--- src/rtl/seq_alu.sv ---
// Registered ALU with valid/ready handshakes, barrel shifts and an optional
// shift-and-add multiplier (enabled by defining SEQ_ALU_MUL_EN).
module seq_alu #(
  parameter int unsigned WIDTH = 32,
  parameter int unsigned SHW   = $clog2(WIDTH)
) (
  input  logic             clk,
  input  logic             reset_n,
  input  logic             in_valid,
  output logic             in_ready,
  input  logic [WIDTH-1:0] a,
  input  logic [WIDTH-1:0] b,
  input  logic [3:0]       control,
  output logic             out_valid,
  input  logic             out_ready,
  output logic [WIDTH-1:0] result,
  output logic             zero,
  output logic             ovf,
  output logic             carry,
  output logic             illegal
);

  localparam logic [3:0] OP_ADD  = 4'd0;
  localparam logic [3:0] OP_SUB  = 4'd1;
  localparam logic [3:0] OP_XOR  = 4'd2;
  localparam logic [3:0] OP_SLT  = 4'd3;
  localparam logic [3:0] OP_AND  = 4'd4;
  localparam logic [3:0] OP_NAND = 4'd5;
  localparam logic [3:0] OP_NOR  = 4'd6;
  localparam logic [3:0] OP_OR   = 4'd7;
  localparam logic [3:0] OP_SLL  = 4'd8;
  localparam logic [3:0] OP_SRL  = 4'd9;
  localparam logic [3:0] OP_SRA  = 4'd10;

  logic             accept;
  logic             sub_op;
  logic [WIDTH-1:0] b_op;
  logic [WIDTH:0]   sum;
  logic [SHW-1:0]   sh;
  logic             op_illegal;
  logic [WIDTH-1:0] alu_res;
  logic             alu_ovf;
  logic             alu_carry;
  logic             load;
  logic [WIDTH-1:0] nxt_res;
  logic             nxt_ovf;
  logic             nxt_carry;
  logic             nxt_ill;

  assign accept = in_valid && in_ready;

  // SUB shares the adder as a + ~b + 1, so carry-out means "no borrow".
  assign sub_op = (control == OP_SUB);
  assign b_op   = sub_op ? ~b : b;
  assign sum    = {1'b0, a} + {1'b0, b_op} + {{WIDTH{1'b0}}, sub_op};
  assign sh     = b[SHW-1:0];

  always_comb begin
    alu_res   = '0;
    alu_ovf   = 1'b0;
    alu_carry = 1'b0;
    case (control)
      OP_ADD, OP_SUB: begin
        alu_res   = sum[WIDTH-1:0];
        alu_carry = sum[WIDTH];
        alu_ovf   = (a[WIDTH-1] == b_op[WIDTH-1]) && (sum[WIDTH-1] != a[WIDTH-1]);
      end
      OP_XOR:  alu_res = a ^ b;
      OP_SLT:  alu_res = {{(WIDTH-1){1'b0}}, ($signed(a) < $signed(b))};
      OP_AND:  alu_res = a & b;
      OP_NAND: alu_res = ~(a & b);
      OP_NOR:  alu_res = ~(a | b);
      OP_OR:   alu_res = a | b;
      OP_SLL:  alu_res = a << sh;
      OP_SRL:  alu_res = a >> sh;
      OP_SRA:  alu_res = $signed(a) >>> sh;
      default: alu_res = '0;
    endcase
  end

`ifdef SEQ_ALU_MUL_EN
  localparam logic [3:0] OP_MUL = 4'd11;

  typedef enum logic {IDLE, MUL_BUSY} state_t;

  state_t             state;
  state_t             state_nxt;
  logic               is_mul;
  logic               mul_done;
  logic [2*WIDTH-1:0] prod;
  logic [WIDTH-1:0]   mcand;
  logic [SHW:0]       cnt;
  logic [WIDTH:0]     step_sum;

  assign op_illegal = (control >= 4'd12);
  assign is_mul     = (control == OP_MUL);
  assign mul_done   = (state == MUL_BUSY) && (cnt == '0) && (!out_valid || out_ready);

  // Upper half accumulates; the multiplier shifts out of the lower half.
  assign step_sum = {1'b0, prod[2*WIDTH-1:WIDTH]} + {1'b0, (prod[0] ? mcand : {WIDTH{1'b0}})};

  always_ff @(posedge clk or negedge reset_n) begin
    if (!reset_n) begin
      state <= IDLE;
    end else begin
      state <= state_nxt;
    end
  end

  always_comb begin
    state_nxt = state;
    in_ready  = 1'b0;
    case (state)
      IDLE: begin
        in_ready = !out_valid || out_ready;
        if (accept && is_mul) state_nxt = MUL_BUSY;
      end
      MUL_BUSY: begin
        if (mul_done) state_nxt = IDLE;
      end
      default: state_nxt = IDLE;
    endcase
  end

  always_ff @(posedge clk or negedge reset_n) begin
    if (!reset_n) begin
      prod  <= '0;
      mcand <= '0;
      cnt   <= '0;
    end else if (accept && is_mul) begin
      prod  <= {{WIDTH{1'b0}}, b};
      mcand <= a;
      cnt   <= (SHW+1)'(WIDTH);
    end else if ((state == MUL_BUSY) && (cnt != '0)) begin
      prod  <= {step_sum, prod[WIDTH-1:1]};
      cnt   <= cnt - 1'b1;
    end
  end

  always_comb begin
    load      = accept && !is_mul;
    nxt_res   = alu_res;
    nxt_ovf   = alu_ovf;
    nxt_carry = alu_carry;
    nxt_ill   = op_illegal;
    if (mul_done) begin
      load      = 1'b1;
      nxt_res   = prod[WIDTH-1:0];
      nxt_ovf   = |prod[2*WIDTH-1:WIDTH];
      nxt_carry = 1'b0;
      nxt_ill   = 1'b0;
    end
  end
`else
  assign op_illegal = (control >= 4'd11);
  assign in_ready   = !out_valid || out_ready;

  always_comb begin
    load      = accept;
    nxt_res   = alu_res;
    nxt_ovf   = alu_ovf;
    nxt_carry = alu_carry;
    nxt_ill   = op_illegal;
  end
`endif

  always_ff @(posedge clk or negedge reset_n) begin
    if (!reset_n) begin
      out_valid <= 1'b0;
      result    <= '0;
      zero      <= 1'b0;
      ovf       <= 1'b0;
      carry     <= 1'b0;
      illegal   <= 1'b0;
    end else if (load) begin
      out_valid <= 1'b1;
      result    <= nxt_res;
      zero      <= (nxt_res == '0);
      ovf       <= nxt_ovf;
      carry     <= nxt_carry;
      illegal   <= nxt_ill;
    end else if (out_ready) begin
      out_valid <= 1'b0;
    end
  end

endmodule

--- config.mk ---
export PLATFORM = sky130hd
export DESIGN_NAME = seq_alu
export DESIGN_NICKNAME = d
export VERILOG_FILES = /design/src/rtl/seq_alu.sv
export SDC_FILE = /design/constraint.sdc
export NUM_CORES = 1
export LEC_CHECK = 0
export CAP_MARGIN = 20
export CORE_MARGIN = 5
export CORE_UTILIZATION = 28
export CTS_BUF_LIST = sky130_fd_sc_hd__clkbuf_2 sky130_fd_sc_hd__clkbuf_4 sky130_fd_sc_hd__clkbuf_8
export CTS_CLUSTER_SIZE = 24
export DETAILED_ROUTE_END_ITERATION = 16
export RECOVER_POWER = 25
export SLEW_MARGIN = 20
export SYNTH_ARGS = -nofsm -noshare
export SYNTH_HDL_FRONTEND = slang
export SYNTH_SLANG_ARGS = --single-unit
--- constraint.sdc ---
create_clock -name clk -period 5 [get_ports clk]
set_clock_uncertainty 0.05 [all_clocks]
set_input_delay 0.75 -clock clk [delete_from_list [all_inputs] [get_ports clk]]
set_output_delay 0.75 -clock clk [all_outputs]
set_load 0.01 [all_outputs]
==> summary.txt, run 1 <==
Placed design
  • Placed cell areas: 0.0138 mm^2
  • I/O Buffers: 109
  • Worst slack, placed: -65.2 ps
  • Placed insts: roughly 2100
  • DP HPWL: 43700 um
  • GPL Wtd Cong: 1.02

Synth
  • Synth Cell Area: 0.0115 mm^2
  • Synthesized net count: 1639
  • Syn Inst Count: 1429
  • Post-synthesis sequential area ratio: 0.0809
  • Async S/R FF share, synth: 1.00
  • Prevailing post-synth register cell: dfrtp_1
  • Syn. warnings: 0
  • EDFF count, synth: 0
  • FF+latch count, synth: 37
  • Mean area per synthesized cell: between 8 and 9 um^2
  • Distinct cells, synth: 87

Layout
  • Most common cell after layout, fill and taps aside: buf_4
  • Most frequent cells in the layout: buf_4 (150), nand2_1 (140), ha_1 (137)
  • Final nets: 1787
  • Area growth syn-to-layout: 21.3%
  • Ratio of cells with drive above 1 in the final layout: 0.168
  • Fin cells: 2110
  • Post-route cell area: 0.0139 mm^2
  • Fill count: 4322
  • Final Util: 0.342
  • Inserted Diodes: 0

Floorplan
  • Die width: between 200 and 250 um
  • Die footprint: 0.0450 mm^2
  • Die H: approximately 210 um
  • Initial Util: 0.282
  • Core footprint: between 0.04 and 0.05 mm^2
  • Ports: between 100 and 150
  • Rows: 74

STA
  • Fin crit period: about 4700 ps
  • RSZ-0062 raised after global routing: no
  • Final Hold Viols: 0
  • Fin. max-slew vios: 38
  • Crit share post-route: 0.939
  • Rel. slew slack: -0.312
  • Worst slew pin tran: 1970 ps
  • # setup viols final: 0
  • Final WS setup: 307 ps
  • FMAX: 0.213 GHz

Clocking
  • TritonCTS clock tree: done
  • Root buf cell: clkbuf_8
  • Num Clock Sinks: 37
  • Max Root-Sink Buffers: 2
  • Clock slew at reported path FFs: 70 ps
  • Clk_lat worst skew: 290 ps
  • CTS buffer count: 5
  • H-Tree Depth: 2

Power
  • Power per cell area: 157 mW/mm^2
  • LEAKAGE: 5.93 nW
  • Pwr Total: 0.00218 W
  • Worst vdd ir: approximately 0.12 mV

Global route
  • Initial antenna violation count: 3
  • Vias in the first global route: 12400
  • Grt ovf: 0
  • GRT Total Usage: 0.238
  • Largest net degree at the start of global routing: 98
  • First-pass GRT wire length: roughly 82000 um

Critical path
  • Worst EP required: between 5000 and 6000 ps
  • WP data arrival: 4850 ps
  • Critical path type: input pin to flop
  • Crit. End Element: flop
  • CP max FO: 12
  • Path depth of the worst reg2reg path: 8
  • FF-to-FF setup slack: ~2600 ps
  • Worst setup SP type: input pin

Drt
  • Drt pass-1 iters: 6
  • Via density: 5.92
  • Final wirelength: 55300 um
  • Avg WL per Cell: between 20 and 30 um
  • Post-route ant nets: 0
  • 1st-iter DRT viols: roughly 1400
  • Residual DRC: 0
  • Vias: 12500

Worst hold path
  • Min-delay worst type: flop to flop
  • WHS Path Cells: 2

Status
  • Outcome: finished, violations left
  • Failing checks: capacitance limit, slew limit

Job
  • # Max-Cap Violations: 1
[stage by stage]
step	setup TNS (ps)	hold slack (ps)
5_1_grt	0	453
6_report	0	430
3_5_place_dp	-65.2	414
3_3_place_gp	-5.31	414
4_1_cts	0	432
2_1_floorplan	0	404
[worst max-delay path, cell delays in order]
cell	delay [ps]
clkdlybuf4s50_1	440
nor4b_2	250
buf_4	160
buf_4	150
buf_4	250
xnor2_1	150
ha_1	300
a21oi_1	370
o21ai_0	240
a32oi_1	200
o2111ai_1	140
nor4b_2	330
nand3_1	110
nor4_1	330
and4_1	280
nand4_1	140
o31ai_2	240
[Yosys cell counts (all sizes together) (10+ instances only)]
library cell  instances  area share
a211oi               30       0.020
a21o                 14      0.0092
a21oi                76       0.033
a221oi               16       0.013
a22oi                11      0.0072
a31oi                13      0.0071
buf                  61       0.036
clkbuf               59       0.019
dfrtp                37       0.081
ha                  137        0.15
inv                  80       0.026
mux2                 23       0.023
mux2i                99       0.088
mux4                 55        0.11
nand2               140       0.046
nand2b               17      0.0093
nand3                19      0.0083
nand4                22       0.012
nor2                104       0.034
nor2b                17      0.0093
nor3                 35       0.016
nor4                 18       0.010
o211ai               22       0.014
o21ai                63       0.028
o22ai                15      0.0082
o31ai                10      0.0070
xnor2                63       0.048
xor2                 19       0.015
[what timing repair did]
item	CTS	global route
setup endpoints to repair	0	1
hold buffers	0	0
setup buffers	0	0
gates resized for setup	0	5
hold endpoints to repair	0	0
[metal layers]
metal	wire (um)	global-route usage
met2	24400	0.377
met5	23	0
met1	23700	0.333
met4	2550	0.0788
met3	4670	0.0357
[cell type report]
| class | count | area (um^2) | area share |
|---|---|---|---|
| inverters | 82 | 308 | 0.0222 |
| flip-flops and latches | 37 | 926 | 0.0667 |
| multi-input cells | 1190 | 9640 | 0.694 |
| repair buffers | 261 | 2250 | 0.162 |
| well taps | 532 | 666 | 0.0479 |
| clock buffers | 7 | 96.3 | 0.00694 |
| clock inverters | 1 | 5.00 | 0.000360 |
[cell families (layout without fill, tap and decap cells)]
kind of cell | count (synthesis) | in the layout | share of synthesized area
DFF | 37 | 37 | 0.0809
adders and majority gates | 138 | 138 | 0.151
buffers and inverters | 202 | 351 | 0.0827
AOI/OAI and AO/OA | 370 | 370 | 0.224
xor gates and xnor gates | 82 | 82 | 0.0627
muxes | 177 | 177 | 0.220
and+or+nand+nor | 423 | 423 | 0.178
[registers in the layout, indices dropped and copies added (netlist names)]
signal and count:
carry 1, zero 1, ovf 1, out_valid 1
illegal 1, result 32
[power by group]
part | internal, W | leakage (nW) | switching, W
combinational | 0.000673 | 5.40 | 0.000903
sequential | 0.000345 | 0.476 | 0.0000259
clock | 0.000125 | 0.0542 | 0.000104
total | 0.00114 | 5.93 | 0.00103
[path summary, 6_finish.rpt]
check                            from         end
setup / recovery           control[3]        zero
hold / removal              result[4]   result[4]
setup reg to reg            out_valid        zero
hold reg to reg             result[4]   result[4]
max in group asynchronous     reset_n  result[13]
min in group asynchronous     reset_n     illegal
No activity file was read; power rests on OpenSTA's default activity.
==> run 2: changes to the inputs <==
--- a/config.mk
+++ b/config.mk
@@ -5,7 +5,7 @@
 export SDC_FILE = /design/constraint.sdc
 export NUM_CORES = 1
 export LEC_CHECK = 0
-export CAP_MARGIN = 20
+export CAP_MARGIN = 10
 export CORE_MARGIN = 5
 export CORE_UTILIZATION = 28
 export CTS_BUF_LIST = sky130_fd_sc_hd__clkbuf_2 sky130_fd_sc_hd__clkbuf_4 sky130_fd_sc_hd__clkbuf_8
==> results of run 2 <==
No change in the layout: final DEF, timing and power equal those of run 1.
==> run 3: changes to the inputs <==
==> constraint.sdc (replaced) <==
create_clock -name clk -period 4.29 [get_ports clk]
set_clock_uncertainty 0.05 [all_clocks]
set_input_delay 0.6435 -clock clk [delete_from_list [all_inputs] [get_ports clk]]
set_output_delay 0.6435 -clock clk [all_outputs]
set_load 0.01 [all_outputs]
==> summary.txt, run 3 (same netlist as run 1, synthesis figures left out) <==
STA
  • FMAX: 0.238 GHz
  • Rel. slew slack: -0.330
  • Fin crit period: between 4000 and 5000 ps
  • RSZ-0062 raised after global routing: yes
  • Final Hold Viols: 0
  • Worst slew pin tran: 1990 ps
  • Fin. max-slew vios: 38
  • Crit share post-route: 0.980
  • # setup viols final: 0

Drt
  • 1st-iter DRT viols: 1615
  • Drt pass-1 iters: 5
  • Final wirelength: 57700 um
  • Avg WL per Cell: around 25 um
  • Via density: 5.81
  • Vias: around 13000
  • Post-route ant nets: 0
  • Residual DRC: 0

Floorplan
  • Rows: 74
  • Core footprint: 0.0406 mm^2
  • Initial Util: 0.282
  • Ports: 110
  • Die footprint: 0.0450 mm^2
  • Die H: 212 um
  • Die width: 212 um

Critical path
  • Cells along the critical path: buf_6 -> nor4b_4 -> buf_4 -> buf_6 -> buf_12 -> buf_4 -> xnor2_2 -> ha_1 -> nand3b_1 -> buf_4 -> nand2_1 -> xor2_1 -> a222oi_1 -> o2111ai_1 -> or3_4 -> nor4_4 -> and4_1 -> nand4_1 -> o31ai_2
  • Worst R2R Start: out_valid
  • Crit path buffers/inverters: 6
  • CP max stage cell: or3_4
  • WP data arrival: 4360 ps
  • CP startpoint: control[1]
  • FF-to-FF setup slack: 1720 ps
  • CP max stage delay: 440 ps
  • Worst EP required: between 4000 and 5000 ps
  • Critical path type: input pin to flop
  • Delay-heaviest family, CP: simple AND/OR/NAND/NOR gates
  • Worst setup SP type: input pin
  • CP max FO: 7
  • Crit. End Element: flop
  • Top cell by count, worst path: buf_4

Power
  • Power per cell area: roughly 180 mW/mm^2
  • Design internal power: around 0.0016 W
  • Switching share of power: 0.448
  • LEAKAGE: 7.08 nW
  • Sw power: 0.00131 W
  • Clock group share of total power: 0.111
  • Power share of the sequential group: 0.148
  • Combinational power share: 0.741
  • Worst vdd ir: 0.133 mV

Clocking
  • H-Tree Depth: 2
  • Root buf cell: clkbuf_8
  • Clk_lat worst skew: around 290 ps
  • Num Clock Sinks: 37
  • Max Root-Sink Buffers: 2
  • Hold buffer count at CTS: 0
  • Clock slew at reported path FFs: 80 ps
  • CTS buffer count: 5
  • TritonCTS clock tree: done

Layout
  • Ratio of cells with drive above 1 in the final layout: 0.286
  • Multi-input gate area: 0.00991 mm^2
  • Most common cell after layout, fill and taps aside: buf_4
  • Inserted Diodes: 0
  • Post-route cell area: 0.0160 mm^2
  • Area growth syn-to-layout: 39.3%
  • Final nets: ~2000
  • Fin cells: 2318
  • Max reg flops: 32
  • Fill count: between 4000 and 5000
  • Reg area: 926 um^2
  • Most frequent cells in the layout: buf_4 (340), nand2_1 (140), ha_1 (135)
  • Biggest register: result

Global route
  • Initial antenna violation count: 0
  • GRT Total Usage: 0.245
  • First-pass GRT wire length: 84700 um
  • Vias in the first global route: around 13000
  • Largest net degree at the start of global routing: 55
  • Grt ovf: 0

Placed design
  • GPL Wtd Cong: 1.04
  • DP HPWL: between 40000 and 50000 um
  • I/O Buffers: 109
  • Placed insts: roughly 2300
  • Placed cell areas: approximately 0.015 mm^2

Worst hold path
  • Min-delay worst type: flop to flop
  • Hold Startpoint: result[9]

Status
  • Failing checks: capacitance limit, slew limit
  • Outcome: finished, violations left

Job
  • # Max-Cap Violations: 1
run 3: cell types whose count changed in the layout (fill, tap and decap cells not counted), sizes merged:
cell           previous run  this run
bufinv                    0         1
clkdlybuf4s50           102       100
buf                     158       367
clkinv                    3         2
clkbuf                    8         9
run 3: area by class of cell:
type	count	area share
multi-input cells	1190	0.621
repair buffers	469	0.252
clock inverters	1	0.00188
well taps	532	0.0417
flip-flops and latches	37	0.0580
clock buffers	7	0.00565
inverters	82	0.0193
run 3: tightest hold or removal path: stages, from the launching register on:
cell,delay (ps)
dfrtp_1,340
nand2_1,50
nand2_1,60
run 3: worst paths after layout:
check,cells after the start,to
max,19,zero
min,2,result[9]
max reg2reg,8,zero
min reg2reg,2,result[9]
min in group asynchronous,1,out_valid
max in group asynchronous,1,result[3]
run 3: metrics by stage:
stage               setup WS [ps]  TNS [ps]  utilization  hold slack, ps  total power (W)
floorplan                    33.9         0            -             298          0.00146
global placement             -494     -2810        0.377             411          0.00244
detailed placement           -588     -3530        0.377             411          0.00246
CTS                           121         0        0.386             423          0.00285
global route                -47.9     -47.9        0.393             449          0.00308
finish                       86.0         0        0.393             426          0.00293
run 3: timing repair:
item | 4_1_cts | 5_1_grt
pin swaps | 28 | 20
buffers inserted | 13 | 10
gates resized for setup | 40 | 31
setup endpoints to repair | 6 | 3
run 3: power groups by stage:
| stage | clock (W) | combinational, W | sequential, W |
|---|---|---|---|
| after global routing | 0.000348 | 0.00230 | 0.000439 |
| after global placement | 0 | 0.00201 | 0.000438 |
| after detailed placement | 0 | 0.00202 | 0.000440 |
| after CTS | 0.000331 | 0.00208 | 0.000433 |
| final | 0.000326 | 0.00217 | 0.000432 |
| after floorplan | 0 | 0.00100 | 0.000461 |
run 3: per-layer routing:
metal | share of wire | vias up | global-route usage
met2 | 0.45 | 754 | 0.400
met5 | 0 | - | 0
met4 | 0.039 | 0 | 0.0759
met3 | 0.092 | 113 | 0.0391
met1 | 0.42 | 6561 | 0.335
li1 | - | 6045 | -
